===== config.mk =====
export PLATFORM = sky130hd
export DESIGN_NAME = md_unit_flat
export DESIGN_NICKNAME = d
export VERILOG_FILES = /design/src/rtl/md_unit_if.sv /design/src/rtl/md_unit.sv /design/src/flat_wrapper.sv
export SDC_FILE = /design/constraint.sdc
export NUM_CORES = 2
export LEC_CHECK = 0
export BUFFER_PORTS_ARGS = -buffer_cell sky130_fd_sc_hd__buf_2
export CORE_ASPECT_RATIO = 0.8
export CORE_MARGIN = 1
export CORE_UTILIZATION = 35
export CTS_BUF_LIST = sky130_fd_sc_hd__clkbuf_16
export CTS_CLUSTER_SIZE = 25
export DETAILED_ROUTE_END_ITERATION = 16
export GPL_ROUTABILITY_DRIVEN = 0
export RECOVER_POWER = 100
export SLEW_MARGIN = 30
export SYNTH_ARGS = -nofsm -noshare
export SYNTH_HDL_FRONTEND = slang
export SYNTH_SLANG_ARGS = --single-unit

===== constraint.sdc =====
create_clock -name clk -period 15.6 [get_ports clk]
set_input_delay 0.78 -clock clk [delete_from_list [all_inputs] [get_ports clk]]
set_output_delay 0.78 -clock clk [all_outputs]
set_load 0.005 [all_outputs]

===== src/rtl/md_unit_if.sv =====
// Request/response bundle between the execute stage and the multiply/divide unit.
// The master drives requests and flush; the slave returns handshake status and HI/LO.
interface md_unit_if #(
   parameter int WIDTH = 32
);
   logic             req_valid;
   logic             req_ready;
   logic [2:0]       req_op;
   logic [WIDTH-1:0] src1;
   logic [WIDTH-1:0] src2;
   logic             flush;
   logic             busy;
   logic             done;
   logic [WIDTH-1:0] hi;
   logic [WIDTH-1:0] lo;

   modport master (
      output req_valid, req_op, src1, src2, flush,
      input  req_ready, busy, done, hi, lo
   );

   modport slave (
      input  req_valid, req_op, src1, src2, flush,
      output req_ready, busy, done, hi, lo
   );
endinterface


===== src/rtl/md_unit.sv =====
// Multi-cycle multiply/divide unit with architectural HI/LO, fixed-latency multiply,
// radix-2 restoring divide, multiply-accumulate/subtract and flush cancellation.
module md_unit #(
   parameter int WIDTH   = 32,
   parameter int MUL_LAT = 1
) (
   input logic        clk,
   input logic        reset,
   md_unit_if.slave   bus
);

   typedef enum logic [1:0] {S_IDLE, S_MUL, S_DIV, S_FIX} state_t;

   localparam logic [2:0] OP_MULT  = 3'b000;
   localparam logic [2:0] OP_MULTU = 3'b001;
   localparam logic [2:0] OP_DIV   = 3'b010;
   localparam logic [2:0] OP_DIVU  = 3'b011;
   localparam logic [2:0] OP_MTHI  = 3'b100;
   localparam logic [2:0] OP_MTLO  = 3'b101;
   localparam logic [2:0] OP_MADD  = 3'b110;
   localparam logic [2:0] OP_MSUB  = 3'b111;

   localparam int CNT_MAX = (WIDTH > MUL_LAT) ? WIDTH : MUL_LAT;
   localparam int CW      = $clog2(CNT_MAX) + 1;
   localparam logic [CW-1:0] MUL_LAST = CW'(MUL_LAT - 1);
   localparam logic [CW-1:0] DIV_LAST = CW'(WIDTH - 1);

   state_t               r_state;
   state_t               w_next;
   logic [2:0]           r_op;
   logic [WIDTH-1:0]     r_a;
   logic [WIDTH-1:0]     r_b;
   logic [CW-1:0]        r_cnt;
   logic [WIDTH-1:0]     r_quo;
   logic [WIDTH-1:0]     r_rem;
   logic [WIDTH-1:0]     r_dvs;
   logic                 r_qneg;
   logic                 r_rneg;
   logic                 r_dz;
   logic [WIDTH-1:0]     r_hi;
   logic [WIDTH-1:0]     r_lo;
   logic                 r_done;

   logic                 w_accept;
   logic                 w_mt_wr;
   logic                 w_mul_wr;
   logic                 w_fix_wr;
   logic                 w_sdiv;
   logic                 w_s1_neg;
   logic                 w_s2_neg;
   logic [WIDTH-1:0]     w_mag1;
   logic [WIDTH-1:0]     w_mag2;
   logic                 w_mul_signed;
   logic [2*WIDTH-1:0]   w_mul_a;
   logic [2*WIDTH-1:0]   w_mul_b;
   logic [2*WIDTH-1:0]   w_prod;
   logic [2*WIDTH-1:0]   w_mul_res;
   logic [WIDTH:0]       w_trial;
   logic                 w_qbit;
   logic [WIDTH-1:0]     w_div_hi;
   logic [WIDTH-1:0]     w_div_lo;

   assign w_accept = bus.req_valid && (r_state == S_IDLE) && !bus.flush;

   always_comb begin
      w_next   = r_state;
      w_mt_wr  = 1'b0;
      w_mul_wr = 1'b0;
      w_fix_wr = 1'b0;
      case (r_state)
         S_IDLE: begin
            if (w_accept) begin
               case (bus.req_op)
                  OP_MTHI, OP_MTLO: w_mt_wr = 1'b1;
                  OP_DIV, OP_DIVU:  w_next  = S_DIV;
                  default:          w_next  = S_MUL;
               endcase
            end
         end
         S_MUL: begin
            if (bus.flush) begin
               w_next = S_IDLE;
            end else if (r_cnt == MUL_LAST) begin
               w_next   = S_IDLE;
               w_mul_wr = 1'b1;
            end
         end
         S_DIV: begin
            if (bus.flush) begin
               w_next = S_IDLE;
            end else if (r_cnt == DIV_LAST) begin
               w_next = S_FIX;
            end
         end
         S_FIX: begin
            w_next   = S_IDLE;
            w_fix_wr = !bus.flush;
         end
         default: w_next = S_IDLE;
      endcase
   end

   // Divider works on magnitudes; signs are reapplied in FIX.
   assign w_sdiv   = (bus.req_op == OP_DIV);
   assign w_s1_neg = w_sdiv && bus.src1[WIDTH-1];
   assign w_s2_neg = w_sdiv && bus.src2[WIDTH-1];
   assign w_mag1   = w_s1_neg ? -bus.src1 : bus.src1;
   assign w_mag2   = w_s2_neg ? -bus.src2 : bus.src2;

   assign w_mul_signed = (r_op != OP_MULTU);
   assign w_mul_a      = {{WIDTH{w_mul_signed & r_a[WIDTH-1]}}, r_a};
   assign w_mul_b      = {{WIDTH{w_mul_signed & r_b[WIDTH-1]}}, r_b};
   assign w_prod       = w_mul_a * w_mul_b;

   always_comb begin
      case (r_op)
         OP_MADD: w_mul_res = {r_hi, r_lo} + w_prod;
         OP_MSUB: w_mul_res = {r_hi, r_lo} - w_prod;
         default: w_mul_res = w_prod;
      endcase
   end

   // r_quo shifts the dividend out at the top while quotient bits enter at the bottom.
   assign w_trial  = {r_rem, r_quo[WIDTH-1]} - {1'b0, r_dvs};
   assign w_qbit   = !w_trial[WIDTH];
   assign w_div_lo = r_dz ? '1  : (r_qneg ? -r_quo : r_quo);
   assign w_div_hi = r_dz ? r_a : (r_rneg ? -r_rem : r_rem);

   always_ff @(posedge clk) begin
      if (reset) begin
         r_state <= S_IDLE;
         r_op    <= '0;
         r_a     <= '0;
         r_b     <= '0;
         r_cnt   <= '0;
         r_quo   <= '0;
         r_rem   <= '0;
         r_dvs   <= '0;
         r_qneg  <= 1'b0;
         r_rneg  <= 1'b0;
         r_dz    <= 1'b0;
         r_hi    <= '0;
         r_lo    <= '0;
         r_done  <= 1'b0;
      end else begin
         r_state <= w_next;
         r_done  <= w_mt_wr | w_mul_wr | w_fix_wr;
         if (w_accept) begin
            r_op   <= bus.req_op;
            r_a    <= bus.src1;
            r_b    <= bus.src2;
            r_cnt  <= '0;
            r_quo  <= w_mag1;
            r_rem  <= '0;
            r_dvs  <= w_mag2;
            r_qneg <= w_s1_neg ^ w_s2_neg;
            r_rneg <= w_s1_neg;
            r_dz   <= (bus.src2 == '0);
         end
         if (w_mt_wr) begin
            if (bus.req_op == OP_MTHI) r_hi <= bus.src1;
            else                       r_lo <= bus.src1;
         end
         if (r_state == S_MUL) r_cnt <= r_cnt + CW'(1);
         if (r_state == S_DIV) begin
            r_cnt <= r_cnt + CW'(1);
            r_quo <= {r_quo[WIDTH-2:0], w_qbit};
            r_rem <= w_qbit ? w_trial[WIDTH-1:0] : {r_rem[WIDTH-2:0], r_quo[WIDTH-1]};
         end
         if (w_mul_wr) {r_hi, r_lo} <= w_mul_res;
         if (w_fix_wr) begin
            r_hi <= w_div_hi;
            r_lo <= w_div_lo;
         end
      end
   end

   assign bus.req_ready = (r_state == S_IDLE);
   assign bus.busy      = (r_state != S_IDLE);
   assign bus.done      = r_done;
   assign bus.hi        = r_hi;
   assign bus.lo        = r_lo;

endmodule


===== src/flat_wrapper.sv =====
// flat-port wrapper written by rule: the top's interface ports become plain ports
module md_unit_flat 
#(
   parameter int WIDTH   = 32,
   parameter int MUL_LAT = 1
)
  (clk, reset, bus_req_valid, bus_req_op, bus_src1, bus_src2, bus_flush, bus_req_ready, bus_busy, bus_done, bus_hi, bus_lo);
  md_unit_if #(.WIDTH(WIDTH)) bus_i ();
  input logic clk;
  input logic reset;
  input wire logic [$bits(bus_i.req_valid)-1:0] bus_req_valid;
  input wire logic [$bits(bus_i.req_op)-1:0] bus_req_op;
  input wire logic [$bits(bus_i.src1)-1:0] bus_src1;
  input wire logic [$bits(bus_i.src2)-1:0] bus_src2;
  input wire logic [$bits(bus_i.flush)-1:0] bus_flush;
  output wire logic [$bits(bus_i.req_ready)-1:0] bus_req_ready;
  output wire logic [$bits(bus_i.busy)-1:0] bus_busy;
  output wire logic [$bits(bus_i.done)-1:0] bus_done;
  output wire logic [$bits(bus_i.hi)-1:0] bus_hi;
  output wire logic [$bits(bus_i.lo)-1:0] bus_lo;
  assign bus_i.req_valid = bus_req_valid;
  assign bus_i.req_op = bus_req_op;
  assign bus_i.src1 = bus_src1;
  assign bus_i.src2 = bus_src2;
  assign bus_i.flush = bus_flush;
  assign bus_req_ready = bus_i.req_ready;
  assign bus_busy = bus_i.busy;
  assign bus_done = bus_i.done;
  assign bus_hi = bus_i.hi;
  assign bus_lo = bus_i.lo;
  md_unit #(.WIDTH(WIDTH), .MUL_LAT(MUL_LAT)) u_core (.clk(clk), .reset(reset), .bus(bus_i));
endmodule

==> implementation parameters <==
Parameter                              Value

Floorplanning
  Effective utilization at floorplan    between 30% and 40%
  Ports    roughly 140
  Core area    approximately 160000 um2
  Chip Width    around 460 um
  Floorplan row count    roughly 130
  Height of the die    between 300 and 400 um
  Area of the die    approximately 170000 um2

Timing
  Period utilization    90.90%
  Pins Over Slew Limit    393
  Max transition margin    -505.1%
  Final worst clock skew    between 30 and 40 ps
  Final Hold Viols    0
  F_max    around 70 MHz
  Setup-violating endpoint count in the final report    0
  Shortest period the worst path allows    14180 ps
  Post-route worst hold slack    between 400 and 500 ps
  Post-layout worst setup margin    1420 ps
  Final sum of negative setup slack    0 ps
  Slew at the pin closest to its max-slew limit    between 9000 and 10000 ps
  Setup repair after global routing missed its margin    false

Logic synthesis
  Syn nets    between 8000 and 9000
  Biggest area consumer among synthesized cells    sky130_fd_sc_hd__fa_1
  Ys async rst share    0%
  Portion of synthesized cell area occupied by the leading cell type    just under 40%
  Count of cell types in the netlist    90
  Flip-flop and latch count after synthesis    approximately 240
  Ranking of synthesized cells by area    sky130_fd_sc_hd__fa_1 (39%), sky130_fd_sc_hd__dfxtp_1 (8.2%), sky130_fd_sc_hd__nand2_1 (7.6%)
  EDFF count, synth    0
  Post-synthesis average cell area    slightly above 8 um2
  Warnings from Yosys    0
  Primary flip-flop cell chosen by synthesis mapping    sky130_fd_sc_hd__dfxtp_1
  Synth Instances    approximately 7000
  Sequential share of the synthesized area    under 10%
  Combined area of all synthesized cells    57760 um2

Worst setup path
  Slowest cell delay on critical path    1610 ps
  Setup Crit Path Kind    flip-flop to flip-flop
  Worst path arrival time    14670 ps
  Worst path slowest cell    sky130_fd_sc_hd__clkbuf_1
  Endpoint class of the critical path    flip-flop
  Largest fanout on the critical path    27
  Required time reported for the critical path endpoint    16090 ps
  Startpoint Class    flip-flop
  Most frequent CP cell    sky130_fd_sc_hd__fa_1

Finish
  Number of nets in the layout    8310
  Final standard cell area without fillers    between 60000 and 70000 um2
  Layout-stage area growth over the synthesis result    5.848%
  Fraction of the core area covered by cells at the end of the flow    between 30% and 40%
  Fillcell total    about 17000
  Share of cells above drive strength 1    4.651%

Run status
  Violated checks    max-capacitance violations, max-slew violations
  Result of the run    complete, but fails checks

Clock tree
  Number of clock sinks    approximately 240
  Cell chosen for the clock root    sky130_fd_sc_hd__clkbuf_16
  Number of gates resized after cts    0
  Worst skew pair latency    just over 600 ps
  Register clock-pin slew on the reported worst setup and hold paths    around 70 ps
  Maximum number of buffers from clock root to sink    3
  Number of post-CTS setup repair buffers    0
  H-tree levels    1
  CTS tree    done
  CTS Buf Count    28
  Hold-fix buffers at CTS    0

Power and ir drop
  Maximum resistive drop on vdd    between 90 and 100 uV
  Cell Pwr Density    89.49 nW/um2
  Reported leakage power    ~0.026 uW

Drt
  DR DRC count    0
  Via count    roughly 48000
  Vias per cell    5.379
  Wire per inst    between 20 and 25 um
  Number of DRC markers after the initial detailed-route iteration    approximately 4400
  Total iterations of the first detailed-routing run    6
  Post-Route WL    187.0 mm
  Final antenna-violating net count    0

Global routing
  Combined global-route utilization of all metal layers    between 20 and 25%
  Initial antenna violation count    12
  Pin count of the biggest net entering global routing    just under 200
  Via count of the first global-routing pass    roughly 48000
  First-pass GRT wire length    a little under 300 mm
  Remaining Overflow, GRT    0

Min path
  Hold Crit Class    input pin to flip-flop

Place
  Count of input and output buffers    137
  DP Area    just over 60000 um2
  DP HPWL    ~150 mm
  DP Worst Slack    ~2300 ps

Flow run
  Max cap viols    5
[Yosys cell counts, types with 12 or more instances]
cell / n
sky130_fd_sc_hd__a211o_1: 13
sky130_fd_sc_hd__a211oi_1: 84
sky130_fd_sc_hd__a21o_1: 83
sky130_fd_sc_hd__a21oi_1: 365
sky130_fd_sc_hd__a221oi_1: 27
sky130_fd_sc_hd__a311oi_1: 25
sky130_fd_sc_hd__a31oi_1: 22
sky130_fd_sc_hd__and2_1: 320
sky130_fd_sc_hd__and3_1: 38
sky130_fd_sc_hd__buf_1: 14
sky130_fd_sc_hd__clkbuf_1: 423
sky130_fd_sc_hd__dfxtp_1: 238
sky130_fd_sc_hd__fa_1: 1127
sky130_fd_sc_hd__ha_1: 318
sky130_fd_sc_hd__inv_1: 1154
sky130_fd_sc_hd__mux2i_1: 44
sky130_fd_sc_hd__nand2_1: 1176
sky130_fd_sc_hd__nand2b_1: 25
sky130_fd_sc_hd__nand3_1: 48
sky130_fd_sc_hd__nand4_1: 22
sky130_fd_sc_hd__nor2_1: 311
sky130_fd_sc_hd__nor2b_1: 21
sky130_fd_sc_hd__nor3_1: 58
sky130_fd_sc_hd__nor3b_1: 12
sky130_fd_sc_hd__nor4_1: 21
sky130_fd_sc_hd__o211ai_1: 55
sky130_fd_sc_hd__o21a_1: 32
sky130_fd_sc_hd__o21ai_0: 244
sky130_fd_sc_hd__o21bai_1: 25
sky130_fd_sc_hd__o221ai_1: 14
sky130_fd_sc_hd__o22ai_1: 13
sky130_fd_sc_hd__o31ai_1: 40
sky130_fd_sc_hd__o41ai_1: 14
sky130_fd_sc_hd__or2_2: 26
sky130_fd_sc_hd__or3_1: 44
sky130_fd_sc_hd__or4_1: 16
sky130_fd_sc_hd__xnor2_1: 156
sky130_fd_sc_hd__xor2_1: 152
[worst max-delay path, delay by kind of cell (launching register included)]
family                   cells  cell delay, ps
AO/OA/AOI/OAI               15            3600
XOR/XNOR                     2             550
adder cells (fa/ha/maj)     10            4670
buffers and inverters        4            1780
flip-flops                   1             690
multiplexers                 1             170
AND/OR/NAND/NOR              8            2550
[metal layers]
metal	GRT usage (%)	wire length [um]	up-vias
met5	0	23	-
met4	7.161	7313	4
met1	31.32	81170	24270
met2	34.63	80880	2048
li1	-	-	21560
met3	4.805	17580	347
[stage by stage]
step / power, uW / std cells
finish: 5472 / 8965
global route: 5880 / 8962
CTS: 5380 / 8960
detailed placement: 4672 / 8908
global placement: 4619 / 8908
floorplan: 3602 / 6968
[state kept, by name, summed over array words and instances (netlist names), 6 cells and up]
name           count
u_core.r_b        31
u_core.r_cnt       6
u_core.r_dvs      32
u_core.bus.hi     32
u_core.r_a        32
u_core.r_quo      32
u_core.bus.lo     32
u_core.r_rem      32
[layout by cell type (no fill, tap or decap), types with 83 or more instances in the layout]
master / instances
sky130_fd_sc_hd__a211oi_1: 84
sky130_fd_sc_hd__a21o_1: 83
sky130_fd_sc_hd__nor2_1: 310
sky130_fd_sc_hd__xnor2_1: 155
sky130_fd_sc_hd__inv_1: 1160
sky130_fd_sc_hd__nand2_1: 1174
sky130_fd_sc_hd__and2_1: 313
sky130_fd_sc_hd__fa_1: 1127
sky130_fd_sc_hd__dfxtp_1: 228
sky130_fd_sc_hd__xor2_1: 152
sky130_fd_sc_hd__buf_2: 110
sky130_fd_sc_hd__ha_1: 317
sky130_fd_sc_hd__o21ai_0: 246
sky130_fd_sc_hd__a21oi_1: 364
sky130_fd_sc_hd__buf_4: 99
[area by class of cell]
class | instances | area, um2 | area share (%)
Antenna cell | 5 | 12.51 | 0.02046
Inverter | 1154 | 4332 | 7.085
Tap cell | 2144 | 2683 | 4.387
Clock buffer | 28 | 700.7 | 1.146
Sequential cell | 238 | 4777 | 7.813
Timing Repair Buffer | 242 | 1425 | 2.331
Clock inverter | 24 | 198.9 | 0.3254
Multi-Input combinational cell | 5130 | 47010 | 76.89
[worst paths after layout]
check,slack (ps),cells after the start,from,to
max,1420,40,u_core.r_a[4],u_core.bus.hi[31]
min reg2reg,450,2,u_core.r_dvs[31],u_core.r_dvs[31]
min,440,3,bus_src2[12],u_core.r_b[12]
max reg2reg,1420,40,u_core.r_a[4],u_core.bus.hi[31]
[report_power, final]
part | internal, uW | total (uW) | switching (uW)
Sequential | 712 | 884 | 173
Clock | 376 | 691 | 315
Combinational | 1450 | 3900 | 2450
Total | 2540 | 5470 | 2940
[cell families (layout without fill, tap and decap cells)]
family          after synthesis  after routing  share of synthesized area, %
mux                          46             46                        0.8014
compound gates             1153           1153                         12.70
simple gates               2177           2177                         17.17
xor+xnor                    309            309                         4.711
buf+inv                    1600           1448                         10.42
flops                       238            238                         8.248
other cells                   0              5                             0
fa+ha+maj                  1445           1445                         45.95
Note: power is estimated with default switching activity, not from simulation.
